[src/rtl/foy_pkg.sv]
// Shared definitions for the x_var deserializer: FSM state type, default
// word width and the bit-counter width helper.
package foy_pkg;

   typedef enum logic {
      IDLE    = 1'b0,
      COLLECT = 1'b1
   } deser_state_t;

   localparam int DESER_WIDTH_DEF = 8;

   // Counter width for a word of 'width' bits; never narrower than one bit.
   function automatic int deser_cnt_w(input int width);
      return (width > 2) ? $clog2(width) : 1;
   endfunction

endpackage

[src/rtl/deser_out_buf.sv]
// One-entry valid/ready holding register for assembled words. A word that
// completes while an unaccepted word is held is dropped and flagged.
module deser_out_buf
   import foy_pkg::*;
#(
   parameter int WIDTH = DESER_WIDTH_DEF
) (
   input  logic             clk,
   input  logic             reset,
   input  logic             i_load,
   input  logic [WIDTH-1:0] i_word,
   input  logic             i_ready,
   output logic [WIDTH-1:0] o_word,
   output logic             o_valid,
   output logic             o_overrun
);

   logic [WIDTH-1:0] r_word;
   logic             r_valid;
   logic             r_overrun;
   logic [WIDTH-1:0] w_word_nxt;
   logic             w_valid_nxt;
   logic             w_overrun_nxt;
   logic             w_space;

   // Slot is free when empty or when the held word leaves this cycle.
   assign w_space = !r_valid || i_ready;

   // Load / drop / accept decision for the holding register.
   always_comb begin
      w_word_nxt    = r_word;
      w_valid_nxt   = r_valid;
      w_overrun_nxt = 1'b0;
      if (i_load) begin
         if (w_space) begin
            w_word_nxt  = i_word;
            w_valid_nxt = 1'b1;
         end else begin
            w_overrun_nxt = 1'b1;
         end
      end else if (r_valid && i_ready) begin
         w_valid_nxt = 1'b0;
      end else begin
         w_valid_nxt = r_valid;
      end
   end

   // Holding register state.
   always_ff @(posedge clk or negedge reset) begin
      if (!reset) begin
         r_word    <= {WIDTH{1'b0}};
         r_valid   <= 1'b0;
         r_overrun <= 1'b0;
      end else begin
         r_word    <= w_word_nxt;
         r_valid   <= w_valid_nxt;
         r_overrun <= w_overrun_nxt;
      end
   end

   assign o_word    = r_word;
   assign o_valid   = r_valid;
   assign o_overrun = r_overrun;

endmodule

[src/rtl/xvar_deserializer.sv]
// Samples the a/b selector's x_var on bit_en strobes and assembles WIDTH-bit
// words, handing each completed word to a one-entry valid/ready buffer.
module xvar_deserializer
   import foy_pkg::*;
#(
   parameter int  WIDTH     = DESER_WIDTH_DEF,
   parameter bit  MSB_FIRST = 1'b1,
   localparam int CW        = deser_cnt_w(WIDTH)
) (
   input  logic             clk,
   input  logic             reset,
   input  logic             bit_in,
   input  logic             bit_en,
   input  logic             frame_start,
   input  logic             frame_stop,
   output logic [WIDTH-1:0] word_out,
   output logic             word_valid,
   input  logic             word_ready,
   output logic             busy,
   output logic [CW-1:0]    bit_count,
   output logic             overrun
);

   localparam logic [CW-1:0] LAST_CNT = CW'(WIDTH - 1);

   deser_state_t     r_state;
   deser_state_t     w_state_nxt;
   logic [WIDTH-1:0] r_shift;
   logic [WIDTH-1:0] w_shift_nxt;
   logic [CW-1:0]    r_count;
   logic [CW-1:0]    w_count_nxt;
   logic             r_busy;
   logic             w_word_done;
   logic [WIDTH-1:0] w_shift_cur;
   logic [WIDTH-1:0] w_shift_new;

   // w_shift_cur continues the current word; w_shift_new starts a fresh one.
   generate
      if (MSB_FIRST) begin : g_msb
         assign w_shift_cur = {r_shift[WIDTH-2:0], bit_in};
         assign w_shift_new = {{(WIDTH-1){1'b0}}, bit_in};
      end else begin : g_lsb
         assign w_shift_cur = {bit_in, r_shift[WIDTH-1:1]};
         assign w_shift_new = {bit_in, {(WIDTH-1){1'b0}}};
      end
   endgenerate

   // Next-state, shift and count logic; frame_stop outranks frame_start.
   always_comb begin
      w_state_nxt = r_state;
      w_shift_nxt = r_shift;
      w_count_nxt = r_count;
      w_word_done = 1'b0;
      if (frame_stop) begin
         w_state_nxt = IDLE;
         w_shift_nxt = {WIDTH{1'b0}};
         w_count_nxt = {CW{1'b0}};
      end else if (frame_start) begin
         w_state_nxt = COLLECT;
         if (bit_en) begin
            w_shift_nxt = w_shift_new;
            w_count_nxt = CW'(1);
         end else begin
            w_shift_nxt = {WIDTH{1'b0}};
            w_count_nxt = {CW{1'b0}};
         end
      end else begin
         case (r_state)
            IDLE: begin
               w_state_nxt = IDLE;
            end
            COLLECT: begin
               if (bit_en) begin
                  if (r_count == LAST_CNT) begin
                     w_word_done = 1'b1;
                     w_shift_nxt = {WIDTH{1'b0}};
                     w_count_nxt = {CW{1'b0}};
                  end else begin
                     w_shift_nxt = w_shift_cur;
                     w_count_nxt = r_count + CW'(1);
                  end
               end else begin
                  w_state_nxt = COLLECT;
               end
            end
            default: begin
               w_state_nxt = IDLE;
               w_shift_nxt = {WIDTH{1'b0}};
               w_count_nxt = {CW{1'b0}};
            end
         endcase
      end
   end

   // FSM, shift register and bit counter.
   always_ff @(posedge clk or negedge reset) begin
      if (!reset) begin
         r_state <= IDLE;
         r_shift <= {WIDTH{1'b0}};
         r_count <= {CW{1'b0}};
         r_busy  <= 1'b0;
      end else begin
         r_state <= w_state_nxt;
         r_shift <= w_shift_nxt;
         r_count <= w_count_nxt;
         r_busy  <= (w_state_nxt == COLLECT);
      end
   end

   assign busy      = r_busy;
   assign bit_count = r_count;

   deser_out_buf #(
      .WIDTH (WIDTH)
   ) u_out_buf (
      .clk       (clk),
      .reset     (reset),
      .i_load    (w_word_done),
      .i_word    (w_shift_cur),
      .i_ready   (word_ready),
      .o_word    (word_out),
      .o_valid   (word_valid),
      .o_overrun (overrun)
   );

endmodule

[config.mk]
export PLATFORM = sky130hd
export DESIGN_NAME = xvar_deserializer
export DESIGN_NICKNAME = d
export VERILOG_FILES = /design/src/rtl/foy_pkg.sv /design/src/rtl/deser_out_buf.sv /design/src/rtl/xvar_deserializer.sv
export SDC_FILE = /design/constraint.sdc
export NUM_CORES = 1
export LEC_CHECK = 0
export CAP_MARGIN = 15
export CORE_ASPECT_RATIO = 0.9
export CORE_UTILIZATION = 45
export CTS_CLUSTER_SIZE = 12
export DETAILED_ROUTE_END_ITERATION = 16
export PLACE_DENSITY = 0.84
export SYNTH_ARGS = -nofsm -noshare
export SYNTH_HDL_FRONTEND = slang
export SYNTH_SLANG_ARGS = --single-unit
[constraint.sdc]
create_clock -name clk -period 2 [get_ports clk]
set_clock_uncertainty 0.15 [all_clocks]
set_input_delay 0.4 -clock clk [delete_from_list [all_inputs] [get_ports clk]]
set_output_delay 0.4 -clock clk [all_outputs]
set_load 0.005 [all_outputs]
==> summary.txt, run 1 <==
Final layout
  – Commonest cells after routing, fill and taps aside: dfrtp_1, clkdlybuf4s50_1, mux2_2
  – Share of the core filled with cells in the final layout: 0.665
  – Number of antenna repair diodes: 0
  – Layout Nets: 100
  – Most common cell after layout, fill and taps aside: dfrtp_1
  – Share of final-layout standard cells stronger than drive strength 1: 0.200
  – Area overhead of the layout relative to synthesis: 33.9%

Power
  – Worst vdd ir: 0.362 mV
  – Leakage power: 0.542 nW
  – Power per Cell Area: about 600 nW/um2

Global routing
  – First-pass GRT wire length: between 2 and 3 mm
  – Initial antenna violation count: 0
  – Routing usage on met3: 0.0383
  – Maximum number of pins on one net before global-route repair: 22
  – Via count of the first global-routing pass: 589
  – Met2 Usage GRT: 0.281
  – Overall track demand over capacity in global routing: 0.178
  – Routing usage on met1: 0.244
  – Overflow after GRT: 0
  – Most congested layer reported by global routing: met2

Die
  – Chip Height: approximately 43 um
  – Area of the die: roughly 2100 um2
  – Number of I/O pins: 21
  – Effective utilization at floorplan: 0.497
  – Count of standard-cell rows: 14
  – Core Region: 1720 um2
  – Die width: around 48 um

Clock tree
  – PostCTS Resize Cnt: 0
  – Setup Fix Bufs, Post-CTS: 0
  – Clk_lat worst skew: between 0.2 and 0.3 ns
  – Hold buffer count at cts: 0
  – Max Buffers Root-to-Sink: 2
  – Clk sinks: 21
  – CTS tree: yes
  – Root buffer selected by CTS: clkbuf_4
  – Register clock-pin slew on the reported worst setup and hold paths: around 0.11 ns
  – Number of buffers created by CTS: 3
  – Number of H-tree branching levels: 1

Routing
  – Final wirelength: 1.49 mm
  – Post-detailed-route DRC marker count: 0
  – Post-DRT Antenna Nets: 0
  – Number of violations reported at the end of detailed-routing iteration 0: 3
  – Ratio of routed vias to standard cells: 5.11
  – Average wire per standard cell: ~13 um
  – Vias: between 500 and 600
  – 1st-pass router iterations: 4

Timing
  – Tightest slew margin relative to the limit: 0.802
  – Final count of negative-setup-slack endpoints: 0
  – Setup repair after global routing missed its margin: no
  – Fraction of the cycle the final worst path needs: 0.918
  – Period minus WS final: roughly 1.8 ns
  – Final worst hold slack: 0.277 ns
  – Final hold vios: 0
  – Slew at the pin with the worst max-slew slack: 0.297 ns
  – Highest Clock Rate: ~540 MHz
  – Final Max Tran Viols: 0
  – Final critical-path setup slack: 0.163 ns
  – Accumulated negative setup slack: 0 ns

Worst setup path
  – Crit path max fanout: 7
  – Chain of cells forming the critical path: clkdlybuf4s50_1
  – Max stage delay cell, worst path: clkdlybuf4s50_1
  – Slowest Stage Delay on Critical Path: ~0.54 ns
  – CP startpoint: busy
  – Data required time at the worst endpoint: 1.45 ns
  – Element type at the critical path start: flip-flop
  – Data arrival time at the worst-slack endpoint: 1.29 ns
  – Worst flop-to-flop path startpoint: bit_count[0]
  – CP delay by family, top: buffers and inverters
  – Crit end category: output port
  – Critical path buffers and inverters: 1
  – Setup Crit Path Kind: flip-flop to output port

Placed design
  – IO buf count: 20
  – Weighted congestion at the end of routability-driven global placement: between 0.7 and 0.8
  – DP Worst Slack: 0.0715 ns
  – HPWL reported at the end of detailed placement: about 1.1 mm

Logic synthesis
  – Number of warning messages in the yosys log: 0
  – Post-synthesis cell area: 853 um2
  – Largest cells by area after synthesis: dfrtp_1, mux2_2, a22o_1
  – Post-synth net total: slightly above 70
  – Post-synthesis area per instance: about 14 um2
  – Number of register bits inferred by synthesis: 21
  – Distinct cell type count after synthesis: 20
  – Cell count after synthesis: between 60 and 70
  – Cell type with the highest aggregate area in the netlist: dfrtp_1
  – Area share of the leading cell type in the synthesized netlist: 0.616
  – Share of the yosys chip area belonging to registers: 0.616

Run status
  – Run status: finished, final reports clean

Job
  – Max Cap Violations: 0

Worst hold path
  – HP Class: primary input to asynchronous set/reset pin
==> worst register-to-register path, cell delays in order (launching register included) <==
cell and delay [ns]:
dfrtp_1 0.43, ha_1 0.21, ha_1 0.24, inv_1 0.11
and2_0 0.30, a22o_1 0.18
==> final cells by class <==
cell class | count | area [um2]
clock buffers | 4 | 26.3
repair buffers | 25 | 238
well taps | 24 | 30.0
flip-flops and latches | 21 | 526
inverters | 1 | 3.75
fillers | 150 | 574
multi-input cells | 39 | 319
==> flip-flops by register name, summed over array words and instances, names as in the netlist <==
signal,cells
bit_count,3
busy,1
r_shift,7
u_out_buf.o_overrun,1
u_out_buf.o_valid,1
u_out_buf.o_word,8
==> worst paths after layout <==
path	endpoint	slack [ns]	cells past startpoint
hold reg to reg	r_shift[6]	0.36	1
hold / removal	u_out_buf.o_word[7]	0.28	2
max in group asynchronous	u_out_buf.o_word[2]	1.21	2
min in group clk	r_shift[6]	0.36	1
setup / recovery	busy	0.16	1
setup reg to reg	r_shift[5]	0.32	5
==> where the power goes <==
group / total [mW] / internal, mW / switching [mW]
Clock: 0.201 / 0.0776 / 0.123
Sequential: 0.433 / 0.428 / 0.00473
Combinational: 0.0535 / 0.0290 / 0.0245
Total: 0.688 / 0.535 / 0.153
==> routing by layer <==
| layer | wire (um) | up-vias | share of wire |
|---|---|---|---|
| met3 | 57 | 0 | 0.038 |
| met2 | 762 | 13 | 0.51 |
| li1 | - | 283 | - |
| met1 | 668 | 286 | 0.45 |
| met5 | 0 | - | 0 |
| met4 | 0 | 0 | 0 |
==> metrics by stage <==
stage	std cells	instance area [um2]	power, mW
2_1_floorplan	62	853	0.455
3_3_place_gp	110	1120	0.494
3_5_place_dp	110	1120	0.496
4_1_cts	114	1140	0.693
5_1_grt	114	1140	0.715
6_report	114	1140	0.688
==> cells by family after synthesis <==
family          Yosys count  synth area share
flops                    21             0.616
simple gates             16             0.119
compound gates           11            0.0968
mux                      10             0.129
buf+inv                   2            0.0103
fa+ha+maj                 2            0.0293
==> cell usage after synthesis <==
| cell | n |
|---|---|
| and4bb_4 | 1 |
| nand2b_1 | 1 |
| nor3b_1 | 1 |
| mux2_2 | 8 |
| a21oi_1 | 2 |
| nand3_4 | 1 |
| mux2i_1 | 2 |
| o31ai_1 | 1 |
| and2_0 | 1 |
| nor2_1 | 3 |
| inv_1 | 1 |
| nand3b_1 | 1 |
| dfrtp_1 | 21 |
| a22o_1 | 6 |
| ha_1 | 2 |
| a211oi_1 | 1 |
| o21ai_0 | 1 |
| nand2_1 | 5 |
| buf_2 | 1 |
| nor3_1 | 2 |
Note: power is estimated with default switching activity, not from simulation.
==> run 2, diff against run 1 <==
==> constraint.sdc (replaced) <==
create_clock -name clk -period 2.2 [get_ports clk]
set_clock_uncertainty 0.15 [all_clocks]
set_input_delay 0.44 -clock clk [delete_from_list [all_inputs] [get_ports clk]]
set_output_delay 0.44 -clock clk [all_outputs]
set_load 0.005 [all_outputs]
==> run 2 against run 1 <==
Effect of this change: setup slack improved by 0.14 ns; global-route usage shrank 0.76 points; final cell count shrank 0.88%; sequential power is 9.0% lower; register-to-register slack better by 0.22 ns; critical path type unchanged; largest power group unchanged; highest routed layer is now met4.
==> summary.txt, run 2 (same netlist as run 1, synthesis figures left out) <==
Clock tree
  – Clk sinks: 21
  – PostCTS Resize Cnt: 0
  – Number of buffers created by CTS: 3
  – Clk_lat worst skew: 0.30 ns
  – Root buffer selected by CTS: clkbuf_4
  – Setup Fix Bufs, Post-CTS: 0
  – Register clock-pin slew on the reported worst setup and hold paths: 0.11 ns
  – Number of H-tree branching levels: 1
  – Max Buffers Root-to-Sink: 2
  – CTS tree: yes
  – Hold buffer count at cts: 0

Worst setup path
  – Crit end category: output port
  – R2r setup slk: 0.54 ns
  – Count of cells along the worst register-to-register path: 4
  – Chain of cells forming the critical path: clkdlybuf4s50_1
  – Element type at the critical path start: flip-flop
  – Crit Reg-Reg Endpoint: u_out_buf.o_word[2]
  – CP delay by family, top: buffers and inverters
  – Slowest Stage Delay on Critical Path: 0.54 ns
  – Worst flop-to-flop path startpoint: bit_count[0]
  – Critical path buffers and inverters: 1
  – Data required time at the worst endpoint: 1.61 ns
  – Data arrival time at the worst-slack endpoint: 1.31 ns
  – Crit path max fanout: 7
  – Setup Crit Path Kind: flip-flop to output port
  – Max stage delay cell, worst path: clkdlybuf4s50_1
  – WP depth: 1

Timing
  – Final worst hold slack: between 0.3 and 0.4 ns
  – Final critical-path setup slack: 0.302 ns
  – Accumulated negative setup slack: 0 ns
  – Period minus WS final: 1.90 ns
  – Setup repair after global routing missed its margin: no
  – Tightest slew margin relative to the limit: 0.815
  – Slew at the pin with the worst max-slew slack: 0.278 ns
  – Final Max Tran Viols: 0
  – Fraction of the cycle the final worst path needs: 0.863
  – Final hold vios: 0
  – Highest Clock Rate: roughly 530 MHz
  – Final count of negative-setup-slack endpoints: 0

Routing
  – Ratio of routed vias to standard cells: 5.11
  – Average wire per standard cell: 13.1 um
  – Vias: just under 600
  – Met2 wirelength from detailed routing: about 760 um
  – Max layer used: met4
  – 1st-pass router iterations: 4
  – Post-DRT Antenna Nets: 0
  – Final wirelength: ~1.5 mm
  – Post-detailed-route DRC marker count: 0
  – DRT met1 WL: 633 um
  – Number of violations reported at the end of detailed-routing iteration 0: 18
  – Wire length on met3: 84 um

Run status
  – Run status: finished, final reports clean

Die
  – Chip Height: 43.3 um
  – Core Region: 1720 um2
  – Area of the die: 2070 um2
  – Die width: 47.9 um
  – Count of standard-cell rows: 14
  – Effective utilization at floorplan: 0.497
  – Number of I/O pins: 21

Final layout
  – Area of all sequential standard cells: ~530 um2
  – Number of fill cells in the layout: 150
  – Post-route insts no fill: 113
  – Most common cell after layout, fill and taps aside: dfrtp_1
  – Number of flip-flops in the largest register: 8
  – Share of the core filled with cells in the final layout: 0.662
  – Layout Nets: 99
  – Share of final-layout standard cells stronger than drive strength 1: 0.202
  – Area overhead of the layout relative to synthesis: 33.1%
  – Number of antenna repair diodes: 0
  – Commonest cells after routing, fill and taps aside: dfrtp_1, clkdlybuf4s50_1, mux2_2
  – Area occupied by multi-input gates: 319 um2

Placed design
  – Number of cells in the design after placement: roughly 110
  – HPWL reported at the end of detailed placement: 1.13 mm
  – DP Worst Slack: 0.194 ns
  – Weighted congestion at the end of routability-driven global placement: 0.702
  – IO buf count: 20

Global routing
  – Via count of the first global-routing pass: 563
  – Overall track demand over capacity in global routing: 0.170
  – First-pass GRT wire length: 2.38 mm
  – Overflow after GRT: 0
  – Maximum number of pins on one net before global-route repair: 22
  – Initial antenna violation count: 0

Power
  – Leakage power: around 0.54 nW
  – Worst vdd ir: 0.374 mV
  – Power per Cell Area: 548 nW/um2

Job
  – Max Cap Violations: 0

Worst hold path
  – HP Class: primary input to asynchronous set/reset pin
==> run 2: area by class of cell <==
type / instances / area share
Clock inverter: 1 / 0.00441
Sequential cell: 21 / 0.463
Inverter: 1 / 0.00330
Clock buffer: 3 / 0.0198
Multi-Input combinational cell: 39 / 0.281
Timing Repair Buffer: 24 / 0.203
Tap cell: 24 / 0.0264
==> run 2: per-layer routing <==
layer	track usage	vias to the layer above
li1	-	280
met1	0.202	278
met3	0.0766	2
met5	0	-
met2	0.281	17
met4	0.0333	0
==> run 2: worst max-delay path by stage <==
stage                               end    startpoint  slack (ns)
global route                       busy          busy        0.27
CTS                                busy          busy        0.31
global placement    u_out_buf.o_word[0]        bit_en        0.23
floorplan           u_out_buf.o_word[0]  bit_count[0]        0.65
finish                             busy          busy        0.30
detailed placement  u_out_buf.o_word[2]        bit_en        0.19
==> run 2: power by group <==
| part | internal (mW) | switching [mW] |
|---|---|---|
| clock | 0.0678 | 0.113 |
| combinational | 0.0253 | 0.0220 |
| sequential | 0.389 | 0.00457 |
| total | 0.483 | 0.140 |
==> run 2: worst reg2reg max path, stage by stage, from the launching register on <==
cell     delay, ns
dfrtp_1       0.44
ha_1          0.22
ha_1          0.25
nand3_4       0.14
mux2_2        0.36
==> run 2: through the flow <==
step | power (mW) | cell area (um2)
6_report | 0.622 | 1140
5_1_grt | 0.654 | 1140
4_1_cts | 0.627 | 1140
3_5_place_dp | 0.449 | 1110
3_3_place_gp | 0.448 | 1110
2_1_floorplan | 0.414 | 853
==> variant, RTL diff (config.mk and constraints of run 1) <==
The package constant `DESER_WIDTH_DEF` goes from 8 to 12.
--- a/src/rtl/foy_pkg.sv
+++ b/src/rtl/foy_pkg.sv
@@ -7,7 +7,7 @@
       COLLECT = 1'b1
    } deser_state_t;
 
-   localparam int DESER_WIDTH_DEF = 8;
+   localparam int DESER_WIDTH_DEF = 12;
 
    // Counter width for a word of 'width' bits; never narrower than one bit.
    function automatic int deser_cnt_w(input int width);
Ports: changed (resized bit_count and word_out); port bits go from 21 to 26. The function was not compared with the original's and may differ.
==> variant against run 1 <==
  * Worst setup slack got worse by 59 ps
  * Combinational power increased by 32%
  * Largest cell class unchanged
  * Sequential cell count increased by 9
  * Synthesized cell count increased by 77%
  * Power increased by 55%
  * Die area increased by 52%
  * Clock power increased by 87%
  * Area after synthesis increased by 54%
  * Fmax decreased by 3.1%
  * Largest power group unchanged
  * Routed wire length increased by 83%
  * Final area increased by 50%
==> variant: results (changes against run 1) <==
Seq/Total Area, Yosys 57.0% (was 61.6%); CP delay by family, top buffers and inverters (unchanged); Slew HR 75.1% (was 80.2%); largest net degree at the start of global routing 31 (was 22); CP max stage cell clkdlybuf4s50_1 (unchanged); met2 routed WL 1330 um (was 762 um); Critical Path AT 1350 ps (was 1290 ps); routed vias/inst 5.11 (about the same); top area cells in the synthesized netlist dfrtp_1 57%, mux2_4 11%, nand2_1 5.4% (was dfrtp_1 62%, mux2_2 11%, a22o_1 6.2%); worst vdd ir 0.341 mV (was 0.362 mV); min-delay worst type in2async (unchanged); DR WL/cell 14.7 um (was 13.1 um); Netlist cell types 26 (was 20); net count after synthesis 118 (was 71); Critical Path Fanout Max 5 (was 7); Pleak 0.000805 uW (was 0.000542 uW); M1 GR Usage 25.7% (was 24.4%); CTS Buf Count 5 (was 3); Placement Setup Slack -64.2 ps (was 71.5 ps); port bufs 25 (was 20); met3 WL 149 um (was 57 um); ys flop type dfrtp_1 (unchanged); vias in the first global route 1010 (was 589); hpwl dp 1900 um (was 1110 um); share of cells above drive strength 1 21.9% (was 20.0%); commonest cells in the netlist 30 x dfrtp_1, 19 x nand2_1, 12 x a21oi_1, 12 x nand3_1, 10 x mux2_4 (was 21 x dfrtp_1, 8 x mux2_2, 6 x a22o_1); 1st-pass router iterations 4 (unchanged); GPL Wtd Cong 0.833 (was 0.700); highest metal used met4 (was met3); GRT Total Usage 21.4% (was 17.8%); initial DRC count 27 (was 3); first-pass GRT wire length 4710 um (was 2520 um); Post-Syn Instances 110 (was 62); M1 wire length 1180 um (was 668 um); clk slew on worst S/H paths about 100 ps; Nets 153 (was 100); number of flip-flops in the largest register 12 (was 8); placed cell area 1650 um2 (was 1120 um2); Worst-Skew Late Latency 330 ps (was 290 ps); fillcell total 252 (was 150); status finished, final reports clean (unchanged); H-tree Lvls 2 (was 1); routing usage on met2 34.5% (was 28.1%); GRT met3 Usage 4.89% (was 3.83%); clock tree buffer depth 2 (unchanged)
## variant: path summary, 6_finish.rpt
check	start	endpoint	cells past startpoint	slack, ps
worst min register to register	u_out_buf.o_word[2]$_DFFE_PN0P_	u_out_buf.o_word[2]$_DFFE_PN0P_	1	370
min in group clk	u_out_buf.o_word[2]$_DFFE_PN0P_	u_out_buf.o_word[2]$_DFFE_PN0P_	1	370
worst max register to register	bit_count[0]$_DFFE_PN0P_	u_out_buf.o_word[1]$_DFFE_PN0P_	4	140
max in group asynchronous	reset	u_out_buf.o_word[5]$_DFFE_PN0P_	2	1130
worst min-delay path	reset	bit_count[3]$_DFFE_PN0P_	2	290
worst max-delay path	bit_count[3]$_DFFE_PN0P_	bit_count[3]	1	100
## variant: logic make-up after synthesis
logic type	after synthesis	synth area share (%)
DFF	30	57.0
buffers and inverters	5	2.18
adders and majority gates	1	0.950
and+or+nand+nor	44	18.6
muxes	13	13.9
AOI/OAI and AO/OA	17	7.41
## variant: where the power goes
| part | internal (uW) | switching [uW] |
|---|---|---|
| registers | 610 | 5.95 |
| logic | 31.6 | 38.9 |
| clock network | 170 | 206 |
## variant: through the flow
stage          util, %  std cells  hold WS, ps
3_3_place_gp      59.5        178          341
6_report          61.7        186          291
2_1_floorplan        -        110        -45.6
4_1_cts           61.7        186          288
3_5_place_dp      59.5        178          344
5_1_grt           61.7        186          330
## variant: area by class of cell
| class | count | area, um2 | area share (%) |
|---|---|---|---|
| clock buffer | 7 | 55.1 | 3.22 |
| tap | 40 | 50.0 | 2.93 |
| clock inverter | 1 | 5.00 | 0.293 |
| sequential | 30 | 751 | 43.9 |
| multi-input combinational | 75 | 538 | 31.5 |
| timing repair buffer | 33 | 310 | 18.2 |
